$ cat src/rtl/mel_log_compress.sv
// Mel energy log2 compressor: buffers IN_WIDTH-word chunks and emits one Q4.4 log2 value per handshake.
// Optional MEL_LOG_ROUND_EN adds round-half-up on the fraction with saturation at 0xFF.
module mel_log_compress #(
    parameter int IN_WIDTH  = 20,
    parameter int FRAME_LEN = 40
) (
    input  logic        clk,
    input  logic        reset,
    input  logic [15:0] in [IN_WIDTH],
    input  logic        s_valid,
    output logic        s_ready,
    output logic [7:0]  m_data,
    output logic [5:0]  m_index,
    output logic        m_last,
    output logic        m_valid,
    input  logic        m_ready,
    output logic [15:0] frame_count
);

    localparam int            PW       = (IN_WIDTH > 1) ? $clog2(IN_WIDTH) : 1;
    localparam logic [PW-1:0] LAST_PTR = PW'(IN_WIDTH - 1);
    localparam logic [5:0]    LAST_IDX = 6'(FRAME_LEN - 1);

    typedef enum logic {
        EMPTY,
        DRAIN
    } state_t;

    state_t        state_q;
    logic [15:0]   chunk_q [IN_WIDTH];
    logic [PW-1:0] ptr_q;
    logic [PW-1:0] ptr_d;
    logic [7:0]    data_q;
    logic [7:0]    data_d;
    logic          valid_q;
    logic [5:0]    index_q;
    logic [5:0]    index_d;
    logic [15:0]   frame_count_q;
    logic          s_hs;
    logic          m_hs;
    logic          last_word;
    logic [15:0]   log_src;

    // Exponent is the leading-one position; fraction is the next four bits down.
    function automatic logic [7:0] log_q44(input logic [15:0] x);
        logic [3:0] e;
        logic [3:0] f;
        logic [7:0] res;
`ifdef MEL_LOG_ROUND_EN
        logic       rnd;
        logic [8:0] sum;
`endif
        e = '0;
        f = '0;
        for (int i = 1; i < 16; i++) begin
            if (x[i]) e = 4'(i);
        end
        for (int k = 0; k < 4; k++) begin
            if (int'(e) > k) f[3-k] = x[e - 4'(k + 1)];
        end
        res = {e, f};
`ifdef MEL_LOG_ROUND_EN
        rnd = 1'b0;
        if (int'(e) > 4) rnd = x[e - 4'd5];
        sum = {1'b0, res} + 9'(rnd);
        res = sum[8] ? 8'hFF : sum[7:0];
`endif
        return res;
    endfunction

    assign s_hs      = s_valid & s_ready;
    assign m_hs      = valid_q & m_ready;
    assign last_word = (ptr_q == LAST_PTR);
    assign s_ready   = (state_q == EMPTY) | (m_hs & last_word);

    assign ptr_d   = ptr_q + PW'(1);
    assign index_d = (index_q == LAST_IDX) ? 6'd0 : index_q + 6'd1;
    assign log_src = s_hs ? in[0] : chunk_q[ptr_d];
    assign data_d  = log_q44(log_src);

    // Payload storage needs no reset; only the control state does.
    always_ff @(posedge clk) begin
        if (s_hs) chunk_q <= in;
    end

    always_ff @(posedge clk or negedge reset) begin
        if (!reset) begin
            state_q       <= EMPTY;
            ptr_q         <= '0;
            data_q        <= '0;
            valid_q       <= 1'b0;
            index_q       <= '0;
            frame_count_q <= '0;
        end else begin
            if (m_hs) begin
                index_q <= index_d;
                if (index_q == LAST_IDX) frame_count_q <= frame_count_q + 16'd1;
            end
            // A new chunk wins over the drain-complete transition in the same cycle.
            if (s_hs) begin
                ptr_q   <= '0;
                data_q  <= data_d;
                valid_q <= 1'b1;
                state_q <= DRAIN;
            end else if (m_hs) begin
                if (!last_word) begin
                    ptr_q  <= ptr_d;
                    data_q <= data_d;
                end else begin
                    valid_q <= 1'b0;
                    state_q <= EMPTY;
                end
            end
        end
    end

    assign m_valid     = valid_q;
    assign m_data      = data_q;
    assign m_index     = index_q;
    assign m_last      = (index_q == LAST_IDX);
    assign frame_count = frame_count_q;

endmodule

$ cat config.mk
export PLATFORM = sky130hd
export DESIGN_NAME = mel_log_compress
export DESIGN_NICKNAME = d
export VERILOG_FILES = /design/src/rtl/mel_log_compress.sv
export SDC_FILE = /design/constraint.sdc
export NUM_CORES = 1
export LEC_CHECK = 0
export BUFFER_PORTS_ARGS = -buffer_cell sky130_fd_sc_hd__buf_2
export CAP_MARGIN = 20
export CORE_MARGIN = 3
export CORE_UTILIZATION = 30
export CTS_BUF_LIST = sky130_fd_sc_hd__clkbuf_4
export DETAILED_ROUTE_END_ITERATION = 6
export GPL_TIMING_DRIVEN = 0
export SLEW_MARGIN = 20
export SYNTH_ARGS = -nofsm -noshare
export SYNTH_HDL_FRONTEND = slang
export SYNTH_SLANG_ARGS = --single-unit
$ cat constraint.sdc
create_clock -name clk -period 18.9 [get_ports clk]
set_clock_uncertainty 0.2 [all_clocks]
set_input_delay 3.78 -clock clk [delete_from_list [all_inputs] [get_ports clk]]
set_output_delay 3.78 -clock clk [all_outputs]
set_load 0.01 [all_outputs]
==> impl_metrics.toml <==
[sta]
slew_violations = 0
fmax_mhz = 122
period_share_pct = 43.4
finalSetupTns_ns = 0
tightest_slew_ns = 1.13
rsz0062_at_grt = "no"
hold_viol_final = 0
max_slew_margin_pct = 25.0
setup_viol = 0
period_minus_slack_ns = 8.20
timing.final.ws_setup_ns = 10.70

[clock_network]
cts-resized-gates = 0
clock_sinks = 356
htree_num_levels = 3
root_buffer = "clkbuf_4"
cts_tree = "built"
numCtsBuffers = 99
post_cts_buffers = 0
clk_latency_ns = 0.83
ctsLongestPathBuffers = 3
cts_hold_buf = 0
path_clk_slew_ns = 0.06

[outcome]
status = "finished, final reports clean"

[final_layout]
num-fill-cells = 4666
fin_nets = 1629
multiInputGateArea_um2 = 4320
seqCellArea_um2 = 10500
area_growth_syn_to_layout_pct = 27.3
instances_no_fill = 2037
layout-drive-gt1-share_pct = 48.3

[place]
port_buffers = 356
dp_slack_ns = 10.43
gp_congestion = 0.867
dp_cells = 1857
hpwlAfterDp_mm = 31.2

[worst_setup_path]
path_class = "input pin to output port"
cp-end-kind = "output port"
critical_path_required_ns = 14.92
worst_ep_arrival_time_ns = 4.22
crit_path_max_fanout = 4
cp-start-kind = "input pin"

[global_route]
grt_pass1_wl_mm = 61.3
grt_max_degree = 38
grt_overflow = 0
grt_pass1_vias = 9969
antenna_found_initial = 11
grt_use_total_pct = 15.9

[floorplan]
io_pins = 357
die_area_um2 = 52900
start_util_pct = 30.5
die_x_um = 230
fp-row-count = 81
die-height_um = 230
core_area_um2 = 49300

[yosys]
yosys_warnings = 0
ys.flop_type = "edfxtp_1"
syn_inst = 826
synth_seq_area_share_pct = 69.9
netlist_area_um2 = 15000
synth_edf_count = 320
syn_area_per_cell_um2 = 18.2
synth_fp_nets = 1161
ys_ff_latch = 356
synthArstFlopShare_pct = 10.1
synth_cell_type_count = 76

[pwr]
p_leak_nw = 7.23
power.density_nw_per_um2 = 187
vdd_drop_max_mv = 0.131

[drt]
firstDrtPassIters = 5
vias_per_cell = 4.66
vias = 9487
routed_wl_mm = 42.2
antenna_left = 0
drc = 0
drt_iter0_markers = 610
wl_per_cell_um = 20.7

[flow_run]
drv_cap = 0

[worst_hold_path]
holdCritPathClass = "register to register"
## cell usage after synthesis (5+ instances only)
master | number | area (um2)
mux4_2 | 82 | 1850
mux2_2 | 10 | 113
nand4_1 | 7 | 43.8
xnor2_1 | 18 | 158
a222oi_1 | 5 | 50.1
nand3_1 | 9 | 45.0
nand2_1 | 58 | 218
edfxtp_1 | 320 | 9610
o211ai_1 | 5 | 37.5
nor3_1 | 6 | 30.0
a21oi_1 | 19 | 95.1
ha_1 | 11 | 138
xor2_1 | 10 | 87.6
o21ai_0 | 23 | 115
nor2_1 | 29 | 109
a22oi_1 | 10 | 75.1
dfrtp_1 | 36 | 901
o21ai_1 | 9 | 45.0
mux2i_1 | 22 | 220
a21oi_4 | 5 | 81.3
buf_6 | 7 | 78.8
clkbuf_1 | 8 | 30.0
a211oi_1 | 5 | 37.5
buf_2 | 12 | 60.1
a21o_1 | 10 | 75.1
## sequential cells by signal (all words and copies together) (netlist names)
| signal | flops |
|---|---|
| chunk_q | 320 |
| m_valid | 1 |
| m_index | 6 |
| frame_count | 16 |
| ptr_q | 5 |
| m_data | 8 |
## final timing paths
path                                              from                           to  slack [ns]  depth (start not counted)
setup / recovery                               m_ready                      s_ready       10.70                          4
hold / removal             frame_count[15]$_DFFE_PN0P_  frame_count[15]$_DFFE_PN0P_        0.27                          1
setup reg to reg                  ptr_q[1]$_DFFE_PN0P_        m_data[2]$_DFFE_PN0P_       12.49                         17
hold reg to reg            frame_count[15]$_DFFE_PN0P_  frame_count[15]$_DFFE_PN0P_        0.27                          1
max in group asynchronous                        reset       m_index[4]$_DFFE_PN0P_       15.09                          1
min in group asynchronous                        reset   frame_count[8]$_DFFE_PN0P_        2.86                          1
## cells by family after synthesis
group / after synthesis / synth area share [%]
flops: 356 / 69.9
simple gates: 144 / 4.72
compound gates: 129 / 6.51
mux: 116 / 14.7
buf+inv: 41 / 1.59
xor+xnor: 29 / 1.74
fa+ha+maj: 11 / 0.915
## metal layers
metal / GRT usage (%) / share of wire [%] / vias up
li1: - / - / 4380
met1: 19.8 / 40 / 4644
met2: 25.7 / 49 / 378
met3: 5.12 / 7.5 / 81
met4: 6.24 / 2.9 / 4
met5: 0 / 0.038 / -
## metrics by stage
step	utilization [%]	hold WS [ns]	area [um2]	total power, mW
6_report	38.9	0.268	19100	3.58
5_1_grt	38.9	0.298	19100	3.83
3_5_place_dp	36.4	0.269	17900	2.93
2_1_floorplan	-	0.307	15000	2.37
4_1_cts	38.8	0.279	19100	3.63
3_3_place_gp	35.8	0.261	17700	2.93
## power breakdown
group	switching [mW]	internal [mW]
Clock	0.332	0.348
Combinational	1.14	0.817
Sequential	0.0245	0.917
## worst max-delay path, cell delays in order
cell	delay, ns
buf_2	0.13
nand2_1	0.06
nand2_1	0.09
buf_2	0.16
## cell usage in the layout, fill, tap and decap left out, types with 9 or more instances in the layout
cell type    n
buf_2      369
dfrtp_1     36
a21o_1      10
mux2_2      10
edfxtp_1   320
a21oi_1     19
clkinv_1    27
o21ai_0     23
nand2_1     58
clkbuf_4   129
mux4_2      82
mux2i_1     22
ha_1        11
a22oi_1     10
xnor2_1     17
nor2_1      29
nand3_1      9
diode_2     10
o21ai_1      9
## final cells by class
cell class,instances,area share [%]
flip-flops and latches,356,54.9
clock buffers,129,5.06
well taps,664,4.34
diodes,10,0.131
multi-input cells,429,22.5
clock inverters,41,1.29
plain buffers,34,1.10
inverters,7,0.150
repair buffers,367,10.5
(Power assumes the default switching activity.)
